## src/rtl/eth_tx_scheduler.sv

```systemverilog
// Two-source Ethernet transmit scheduler feeding the RGMII transmit byte interface.
// Arbitrates whole frames round-robin, prepends preamble/SFD, enforces the
// inter-frame gap and truncates frames on source underrun.
// Optional padding to MIN_FRAME bytes is compiled in with `define ETH_TX_PAD_EN.
module eth_tx_scheduler #(
    parameter int unsigned PREAMBLE_BYTES = 7,
    parameter int unsigned IFG_BYTES      = 12,
    parameter int unsigned MIN_FRAME      = 60
) (
    input  logic       tx_clk,
    input  logic       rst,
    input  logic [7:0] s0_data,
    input  logic       s0_valid,
    input  logic       s0_last,
    output logic       s0_ready,
    input  logic [7:0] s1_data,
    input  logic       s1_valid,
    input  logic       s1_last,
    output logic       s1_ready,
    output logic [7:0] tx_data,
    output logic       tx_valid,
    output logic       busy,
    output logic       grant,
    output logic       frame_done,
    output logic       underrun
);

`ifdef ETH_TX_PAD_EN
    localparam bit PadEn = 1'b1;
`else
    localparam bit PadEn = 1'b0;
`endif

    localparam logic [7:0]  PreLen = 8'(PREAMBLE_BYTES);
    localparam logic [7:0]  IfgLen = 8'(IFG_BYTES);
    localparam logic [15:0] MinLen = 16'(MIN_FRAME);

    typedef enum logic [2:0] {
        StIdle,
        StPreamble,
        StSfd,
        StPayload,
        StDrain,
        StIfg,
        StPad
    } state_e;

    state_e      state_q, state_d;
    logic [7:0]  cnt_q, cnt_d;
    logic [15:0] pay_cnt_q, pay_cnt_d;
    logic        grant_q, grant_d;
    logic        prio_q, prio_d;       // source preferred on a tie
    logic [7:0]  tx_data_q, tx_data_d;
    logic        tx_valid_q, tx_valid_d;
    logic        frame_done_q, frame_done_d;
    logic        underrun_q, underrun_d;

    logic        sel_valid;
    logic        sel_last;
    logic [7:0]  sel_data;
    logic        src_ready;
    logic [15:0] pay_inc;

    // Granted-source view, ready strobes and saturating payload count
    always_comb begin
        sel_valid = grant_q ? s1_valid : s0_valid;
        sel_last  = grant_q ? s1_last  : s0_last;
        sel_data  = grant_q ? s1_data  : s0_data;
        src_ready = (state_q == StSfd) || (state_q == StPayload) || (state_q == StDrain);
        s0_ready  = src_ready && !grant_q;
        s1_ready  = src_ready && grant_q;
        pay_inc   = (pay_cnt_q == 16'hFFFF) ? pay_cnt_q : pay_cnt_q + 16'd1;
    end

    // Next-state and registered-output computation
    always_comb begin
        state_d      = state_q;
        cnt_d        = cnt_q;
        pay_cnt_d    = pay_cnt_q;
        grant_d      = grant_q;
        prio_d       = prio_q;
        tx_data_d    = 8'h00;
        tx_valid_d   = 1'b0;
        frame_done_d = 1'b0;
        underrun_d   = 1'b0;

        unique case (state_q)
            StIdle: begin
                pay_cnt_d = 16'd0;
                cnt_d     = 8'd0;
                if (s0_valid || s1_valid) begin
                    grant_d    = (s0_valid && s1_valid) ? prio_q : s1_valid;
                    prio_d     = ~grant_d;
                    tx_data_d  = 8'h55;
                    tx_valid_d = 1'b1;
                    cnt_d      = 8'd1;
                    state_d    = StPreamble;
                end
            end
            StPreamble: begin
                tx_valid_d = 1'b1;
                if (cnt_q < PreLen) begin
                    tx_data_d = 8'h55;
                    cnt_d     = cnt_q + 8'd1;
                end else begin
                    tx_data_d = 8'hD5;
                    state_d   = StSfd;
                end
            end
            StSfd, StPayload: begin
                if (sel_valid) begin
                    tx_data_d  = sel_data;
                    tx_valid_d = 1'b1;
                    pay_cnt_d  = pay_inc;
                    state_d    = StPayload;
                    if (sel_last) begin
                        cnt_d = 8'd0;
                        if (PadEn && (pay_inc < MinLen)) begin
                            state_d = StPad;
                        end else begin
                            frame_done_d = 1'b1;
                            state_d      = StIfg;
                        end
                    end
                end else begin
                    // Source starved a ready cycle: truncate and discard the rest
                    underrun_d = 1'b1;
                    state_d    = StDrain;
                end
            end
            StDrain: begin
                if (sel_valid && sel_last) begin
                    cnt_d   = 8'd0;
                    state_d = StIfg;
                end
            end
            StIfg: begin
                // IFG_BYTES idle cycles on the wire, then one IDLE arbitration cycle
                if (cnt_q == IfgLen) begin
                    state_d = StIdle;
                end else begin
                    cnt_d = cnt_q + 8'd1;
                end
            end
            StPad: begin
                tx_valid_d = 1'b1;
                pay_cnt_d  = pay_inc;
                if (pay_inc == MinLen) begin
                    frame_done_d = 1'b1;
                    cnt_d        = 8'd0;
                    state_d      = StIfg;
                end
            end
            default: state_d = StIdle;
        endcase
    end

    // State and output registers with synchronous reset
    always_ff @(posedge tx_clk) begin
        if (rst) begin
            state_q      <= StIdle;
            cnt_q        <= 8'd0;
            pay_cnt_q    <= 16'd0;
            grant_q      <= 1'b0;
            prio_q       <= 1'b0;
            tx_data_q    <= 8'h00;
            tx_valid_q   <= 1'b0;
            frame_done_q <= 1'b0;
            underrun_q   <= 1'b0;
        end else begin
            state_q      <= state_d;
            cnt_q        <= cnt_d;
            pay_cnt_q    <= pay_cnt_d;
            grant_q      <= grant_d;
            prio_q       <= prio_d;
            tx_data_q    <= tx_data_d;
            tx_valid_q   <= tx_valid_d;
            frame_done_q <= frame_done_d;
            underrun_q   <= underrun_d;
        end
    end

    assign tx_data    = tx_data_q;
    assign tx_valid   = tx_valid_q;
    assign busy       = (state_q != StIdle);
    assign grant      = grant_q;
    assign frame_done = frame_done_q;
    assign underrun   = underrun_q;

endmodule

```

## config.mk

```make
export PLATFORM = sky130hd
export DESIGN_NAME = eth_tx_scheduler
export DESIGN_NICKNAME = d
export VERILOG_FILES = /design/src/rtl/eth_tx_scheduler.sv
export SDC_FILE = /design/constraint.sdc
export NUM_CORES = 1
export LEC_CHECK = 0
export ABC_AREA = 0
export BUFFER_PORTS_ARGS = -buffer_cell sky130_fd_sc_hd__buf_2
export CAP_MARGIN = 15
export CORE_ASPECT_RATIO = 0.6
export CORE_UTILIZATION = 30
export CTS_CLUSTER_SIZE = 40
export DETAILED_ROUTE_END_ITERATION = 12
export PLACE_DENSITY = 0.5
export SETUP_SLACK_MARGIN = 0.1
export SLEW_MARGIN = 20
export SYNTH_ARGS = -nofsm -noshare
export SYNTH_HDL_FRONTEND = slang
export SYNTH_SLANG_ARGS = --single-unit
```

## constraint.sdc

```tcl
create_clock -name tx_clk -period 2.45 [get_ports tx_clk]
set_input_delay 0.1225 -clock tx_clk [delete_from_list [all_inputs] [get_ports tx_clk]]
set_output_delay 0.1225 -clock tx_clk [all_outputs]
set_load 0.05 [all_outputs]
```

Yosys cells after proc, flatten, opt, wreduce, memory -nomap -nowiden --
Index checks and enable logic that the tools add are counted.
Word-level totals: register bits after elaboration 40, input port bits 22, output and inout bits 15, logic and storage cells 86
Cells by class: add/sub/neg operators 2, $lt $le $gt $ge 1, eq/ne operators 18, multiplexer cells 35, bitwise gates (word level) 2, reduce and logical (&&, ||, !) cells 19
Operators with widths (count):
- two-way mux 8 bit | 9
- case mux 16 bit (3 select lines) | 1
- case mux 8 bit (6 select lines) | 1
- two-way mux 16 bit | 2
- case mux 8 bit (3 select lines) | 1
- two-way mux 3 bit | 7
- case mux 3 bit (6 select lines) | 1
- adder 16 x 1 -> 16 bit, second input constant | 1
- equality test 16 bit, second input constant | 1
- equality test 16 x 6 -> 1 bit, second input constant | 1
- inequality test 2 bit, second input constant | 8
- two-way mux 1 bit | 10
- equality test 3 bit, second input constant | 3
- adder 8 x 1 -> 8 bit, second input constant | 1
- equality test 8 x 4 -> 1 bit, second input constant | 1
- < comparator 8 x 3 -> 1 bit, second input constant | 1
- two-way mux 7 bit | 1
- AND reduction 7 bit | 1
- equality test 3 x 2 -> 1 bit, second input constant | 2
- nonzero test 3 bit | 2
- nonzero test 6 bit | 1
- OR reduction 2 bit | 3
- AND reduction 5 bit | 1
- logical AND 1 bit | 4
- 9 further kinds | 13

Logic depth before layout (Yosys ltp) --
Gate-level depths: netlist (run 1).
depth in word-level cells 5, mapped depth 10, gate-level depth less buffers 9

Least setup slack after synthesis (run 1) --
OpenSTA, ideal clock, no wires.
kind register -> register, start point register pay_cnt_q[1], end point register cnt_q[0], setup time 0.086 ns, arrival 2.181 ns, required time 2.364 ns, path slack 0.183 ns, cell stages (with the launch flop) 9, buffers on the path 0, period minus slack after synthesis 2.267 ns, path through dfxtp_1 > ha_1 > nand3_2 > nor4_2 > xor2_1 > a2111oi_2 > and4bb_4 > o21bai_4 > a221oi_2
On the way: word-level cells in the longest chain between the ends 5, elaborated cells on any way between the ends 6, those cells by class add/sub: 1; eq/ne: 3; mux: 1; reduce/logical: 1
RTL lines:
- from (decl) | RTL line 50 | logic [15:0] pay_cnt_q, pay_cnt_d;
- from (signal assigned) | RTL line 173 | pay_cnt_q <= pay_cnt_d;
- adder 16 x 1 -> 16 bit or equality test 16 bit (tied branches) | RTL line 72 | pay_inc = (pay_cnt_q == 16'hFFFF) ? pay_cnt_q : pay_cnt_q + 16'd1;
- two-way mux 16 bit (*) | RTL line 72
- equality test 16 x 6 -> 1 bit (*) | RTL line 148 | if (pay_inc == MinLen) begin
- inequality test 2 bit (no line) (*)
- AND reduction 7 bit (no line) (*)
- to (signal assigned) | RTL line 172 | cnt_q <= cnt_d;
- to (decl) | RTL line 49 | logic [7:0] cnt_q, cnt_d;
Every way passes the cells marked *; elsewhere a longest branch is shown, timed or not. A chain may end at the register's enable or synchronous reset.

Worst setup path in the final report (run 1) --
start point register pay_cnt_q[11], end point register cnt_q[0]
The elaborated chain is that of the path after synthesis.

==> results of run 1 <==
## through the flow
step           util (%)  power (mW)
2_1_floorplan         -        1.68
3_3_place_gp       36.5        2.02
3_5_place_dp       36.5        2.02
4_1_cts            38.6        2.77
5_1_grt            39.1        2.93
6_report           39.1        2.76
## worst min-delay path by stage
stage	endpoint	slack, ns	depth (start not counted)
finish	prio_q	0.12	2
global route	prio_q	0.12	2
CTS	prio_q	0.1	2
detailed placement	prio_q	0.40	2
global placement	prio_q	0.39	2
floorplan	prio_q	0.24	1
## where the power goes
| group | internal (mW) | switching (mW) |
|---|---|---|
| logic | 0.417 | 0.823 |
| clock network | 0.479 | 0.263 |
| registers | 0.730 | 0.0488 |
| total | 1.63 | 1.13 |
## Yosys cell counts (2+ instances only)
master,count
a211oi_1,6
a21o_1,4
a21oi_1,32
a311oi_1,2
a31oi_1,6
a32oi_1,2
and3_1,3
and4_1,4
buf_2,5
buf_6,2
clkbuf_1,10
dfxtp_1,40
ha_1,3
inv_1,10
mux2_2,5
mux2i_1,7
nand2_1,25
nand2b_1,6
nand3_1,12
nand3b_1,3
nand4_1,4
nand4b_1,2
nor2_1,33
nor2b_1,9
nor3_1,21
nor4_2,2
o211ai_1,2
o21a_1,3
o21ai_0,13
o22ai_1,2
o2bb2ai_1,6
o31ai_1,3
o41ai_1,2
or2_2,5
or3_1,3
xor2_1,3
## per-layer routing
layer  part of all wire, %  global-route usage (%)
met1                    56                    26.4
met2                    37                    23.0
met3                   7.0                    4.81
met4                  0.37                    4.53
met5                     0                       0
## sequential cells by signal (all words and copies together), names as in the netlist
signal      flops
pay_cnt_q      16
cnt_q           8
tx_data         8
state_q         3
frame_done      1
grant           1
prio_q          1
tx_valid        1
underrun        1
## placed cells by master (no fill, tap or decap), types with 4 or more instances in the layout
cell type   n
a211oi_1    6
a21oi_1    32
a31oi_1     6
buf_2      36
buf_4      22
clkbuf_16   5
dfxtp_1    37
inv_1      10
mux2_2      5
mux2i_1     7
nand2_1    25
nand2b_1    6
nand3_1    12
nand4_1     4
nor2_1     32
nor2b_1     9
nor3_1     20
o21ai_0    13
o2bb2ai_1   6
or2_2       5
## cell type report
| type | instances | area (um2) | area share [%] |
|---|---|---|---|
| flip-flops and latches | 40 | 805 | 25.4 |
| clock buffers | 6 | 129 | 4.07 |
| repair buffers | 58 | 345 | 10.9 |
| multi-input cells | 255 | 1680 | 53.1 |
| clock inverters | 2 | 35.0 | 1.11 |
| well taps | 108 | 135 | 4.27 |
| inverters | 10 | 37.5 | 1.18 |
## kinds of logic (layout without fill, tap and decap cells)
logic type      count (synthesis)  after routing
mux                            12             12
flops                          40             40
buf+inv                        29             76
fa+ha+maj                       3              3
xor+xnor                        4              4
simple gates                  142            142
compound gates                 94             94
## timing repair
item / in CTS / in global routing
pin swaps: 0 / 3
endpoints found under the hold margin: 0 / 0
setup endpoints to repair: 1 / 9
resized for setup: 2 / 12
==> impl_metrics.ini, run 1 <==
[grt]
first_global_vias = 2307
grt_pass1_wl_um = 11800
antenna_found_initial = 0
gr-total-overflow = 0
grt_util_all_layers_pct = 17.3
grt_max_degree = 31

[timing]
max_slew_margin_pct = 67.7
hold_slack_ns = 0.117
hold_violations = 0
worst_pin_slew_ns = 0.482
max_freq_ghz = 0.438
setup_viol = 0
fin_skew_ns = 0.00387
fin_crit_sh_pct = 93.2
rsz0062_at_grt = false
period_minus_slack_ns = 2.28
fin_tns_setup_ns = 0
worst_slack_ns = 0.168
final-max-slew-violation-count = 0

[routing]
wl_per_cell_um = 15.1
viasPerCell = 5.33
ant_nets = 0
firstDrtPassIters = 4
drt_wl_total_um = 7220
drcViolationCount = 0
drtIter0Drc = 173
via_count = 2555

[floorplan]
core_area_mm2 = 0.00810
die_y_um = 73.7
die_w_um = 122
num_io_pins = 37
die_area_mm2 = 0.00896
start_util_pct = 31.8
rows = 25

[power_and_ir_drop]
irDropWorstVdd_v = 0.000319
p_leak_nw = 1.22
power.density_mw_per_mm2 = 871

[clocking]
worstSkewPairLatency_ns = 0.29
cts_tree = built
root_buffer = clkbuf_16
postCtsHoldBufs = 0
clkTransAtPathRegs_ns = 0.06
cts_sinks = 40
max-clock-path-buffers = 2
cts_setup_buffers = 0
cts_made_buffers = 5
cts.htree.levels = 2

[critical_path]
cp_num_buf_inv = 1
crit_slowest_cell = dfxtp_1
crit_fanout = 7
crit_path_start = pay_cnt_q[11]
r2r_slack_ns = 0.17
crit_chain = nand4_1 -> nor3_1 -> buf_4 -> mux2i_1 -> nand3_1 -> and4bb_4 -> o21bai_4 -> a221oi_2
crit_family = simple AND/OR/NAND/NOR gates
start_kind = register
r2r_end = cnt_q[0]
crit_required_ns = 2.65
cp_num_cells = 8
r2r-start = pay_cnt_q[11]
slowest_delay_ns = 0.46
end_kind = register
critical_path_arrival_ns = 2.48
crit_path_end = cnt_q[0]
critical_path_class = reg -> reg
worst_r2r_path_depth = 8

[synthesis]
yosysUniqueCellTypes = 60
synthTopCellsByArea = dfxtp_1 (31%), a21oi_1 (6.2%), nor2_1 (4.8%)
synthXorXnorAreaFrac_pct = 1.36
synth_flop_cell = dfxtp_1
synth_top_family_by_area = simple AND/OR/NAND/NOR gates
syn_inst = 324
synth_compound_area_share_pct = 25.3
yosysWarnings = 0
synth.area.mux_share_pct = 4.91
yosys.area.top_type_share_pct = 31.1
syn_avg_cell_area_um2 = 7.94
syn_nets = 349
async_flop_share_pct = 0
ys_seq_elements = 40
synth_area_leader_cell = dfxtp_1
syn_area_mm2 = 0.00257
synth_edf_count = 0
synth-adder-area-share_pct = 1.46
yosysSeqAreaShare_pct = 31.1
yosys.area_share.simple_pct = 30.6

[finish]
layout-drive-gt1-share_pct = 26.7
nNetsFinal = 395
stdcell_count = 479
antenna_cells = 0
syn_to_final_growth_pct = 23.2
postLayoutCellArea_mm2 = 0.00317
fillCellCount = 841

[placement]
post-dp-hpwl_um = 5250
pre_cts_slack_ns = 0.0168
dp_cells = 471
gp_congestion = 0.886
place_area_mm2 = 0.00296
port_buffers = 36

[min_path]
worstHoldStart = s1_valid
hold_class = in -> reg

[job]
cap_violations = 0

[outcome]
status = finished clean
No activity file was read; power rests on OpenSTA's default activity.
==> run 2, diff against run 1 <==
--- a/config.mk
+++ b/config.mk
@@ -8,11 +8,13 @@
 export ABC_AREA = 0
 export BUFFER_PORTS_ARGS = -buffer_cell sky130_fd_sc_hd__buf_2
 export CAP_MARGIN = 15
+export CELL_PAD_IN_SITES_DETAIL_PLACEMENT = 0
+export CELL_PAD_IN_SITES_GLOBAL_PLACEMENT = 2
 export CORE_ASPECT_RATIO = 0.6
 export CORE_UTILIZATION = 30
-export CTS_CLUSTER_SIZE = 40
+export CTS_CLUSTER_SIZE = 14
 export DETAILED_ROUTE_END_ITERATION = 12
-export PLACE_DENSITY = 0.5
+export PLACE_DENSITY = 0.76
 export SETUP_SLACK_MARGIN = 0.1
 export SLEW_MARGIN = 20
 export SYNTH_ARGS = -nofsm -noshare
==> impl_metrics.ini, run 2 (synthesis results as in run 1) <==
[timing]
max_freq_ghz = 0.433
hold_violations = 0
fin_skew_ns = 0.00966
period_minus_slack_ns = 2.31
rsz0062_at_grt = true
worst_pin_slew_ns = 0.503
final-max-slew-violation-count = 0
fin_crit_sh_pct = 94.2
hold_slack_ns = 0.101
setup_viol = 0
fin_tns_setup_ns = 0
max_slew_margin_pct = 66.2
worst_slack_ns = 0.142

[critical_path]
worst_r2r_path_depth = 7
critical_path_arrival_ns = 2.51
crit_fanout = 7
r2r-start = pay_cnt_q[7]
start_kind = register
end_kind = register
critical_path_class = reg -> reg
r2r_slack_ns = 0.14
crit_required_ns = 2.65
r2r_end = cnt_q[0]

[finish]
nNetsFinal = 402
postLayoutCellArea_mm2 = 0.00322
largest_reg_flops = 16
syn_to_final_growth_pct = 25.2
layout_common_cells = dfxtp_1 (37), buf_2 (36), nor2_1 (32), a21oi_1 (32), buf_4 (29)
max_flop_register = pay_cnt_q
layout-drive-gt1-share_pct = 28.0
final_common_cell = dfxtp_1
antenna_cells = 0

[min_path]
hold_class = in -> reg
worstHoldStart = s1_valid
whs_endpoint = prio_q
min_path_cells = 2

[power_and_ir_drop]
total_power_mw = 2.81
power.density_mw_per_mm2 = 874
irDropWorstVdd_v = 0.000657
p_leak_nw = 1.25

[grt]
gr-total-overflow = 0
grt_max_degree = 18
grt_util_all_layers_pct = 18.9
antenna_found_initial = 0
first_global_vias = 2349
grt_pass1_wl_um = 12800

[clocking]
root_buffer = clkbuf_16
cts_made_buffers = 5
worstSkewPairLatency_ns = 0.29
cts_sinks = 40
postCtsHoldBufs = 0
max-clock-path-buffers = 2
clkTransAtPathRegs_ns = 0.06
cts.htree.levels = 2
cts_tree = built

[floorplan]
start_util_pct = 31.8
core_area_mm2 = 0.00810
rows = 25
num_io_pins = 37
die_y_um = 73.7
die_w_um = 122
die_area_mm2 = 0.00896

[routing]
via_count = 2656
ant_nets = 0
wl_per_cell_um = 16.1
firstDrtPassIters = 5
drt_wl_total_um = 7830
drcViolationCount = 0
drtIter0Drc = 251
viasPerCell = 5.47

[placement]
place_area_mm2 = 0.00300
port_buffers = 36
post-dp-hpwl_um = 5830
pre_cts_slack_ns = 0.0741
gp_congestion = 0.834

[outcome]
status = finished clean

[job]
cap_violations = 0
run 2: cell count changes in the layout (fill, tap and decap cells not counted), sizes merged:
cell,before,now
buf,58,65
clkbuf,6,5
clkinvlp,0,1
run 2: how the worst max path moves through the flow:
stage | to | cells after the start | slack [ns] | start
2_1_floorplan | cnt_q[0] | 8 | 0.18 | pay_cnt_q[1]
3_3_place_gp | cnt_q[0] | 7 | 0.15 | pay_cnt_q[4]
3_5_place_dp | cnt_q[0] | 7 | 0.07 | pay_cnt_q[4]
4_1_cts | cnt_q[0] | 7 | 0.11 | pay_cnt_q[2]
5_1_grt | cnt_q[0] | 7 | 0.05 | pay_cnt_q[7]
6_report | cnt_q[0] | 7 | 0.14 | pay_cnt_q[7]
run 2: power by group:
part           internal, mW  switching (mW)
registers             0.730          0.0697
clock network         0.479           0.290
logic                 0.435           0.811
run 2: critical path: stages, from the launching register on:
cell and delay, ns:
dfxtp_1 0.49, and4_2 0.37, nand2_1 0.10, or3_1 0.41, o21ai_0 0.15, and4bb_4 0.33
o21bai_4 0.11, a221oi_2 0.27
run 2: metrics by stage:
| stage | std cells | util (%) |
|---|---|---|
| after floorplan | 324 | - |
| after detailed placement | 477 | 37.1 |
| after global placement | 477 | 37.1 |
| final | 486 | 39.8 |
| after global routing | 486 | 39.8 |
| after CTS | 485 | 39.4 |
run 2: area by class of cell:
class                      count  area (um2)
inverter                      10        37.5
fill                         845        4880
multi-input combinational    255        1680
clock buffer                   5         125
tap                          108         135
clock inverter                 3        42.5
timing repair buffer          65         398
sequential                    40         805
run 2: routing by layer:
metal | up-vias | share of wire (%) | global-route usage [%]
met3 | 8 | 9.1 | 4.35
met1 | 1218 | 55 | 30.3
met2 | 125 | 34 | 24.0
met4 | 0 | 1.2 | 4.80
met5 | - | 0 | 0
li1 | 1305 | - | -
run 2: timing repair:
action | in CTS | in global routing
setup endpoints to repair | 1 | 12
resized for setup | 5 | 6
setup buffers | 0 | 1
endpoints found under the hold margin | 0 | 0
pin swaps | 0 | 1
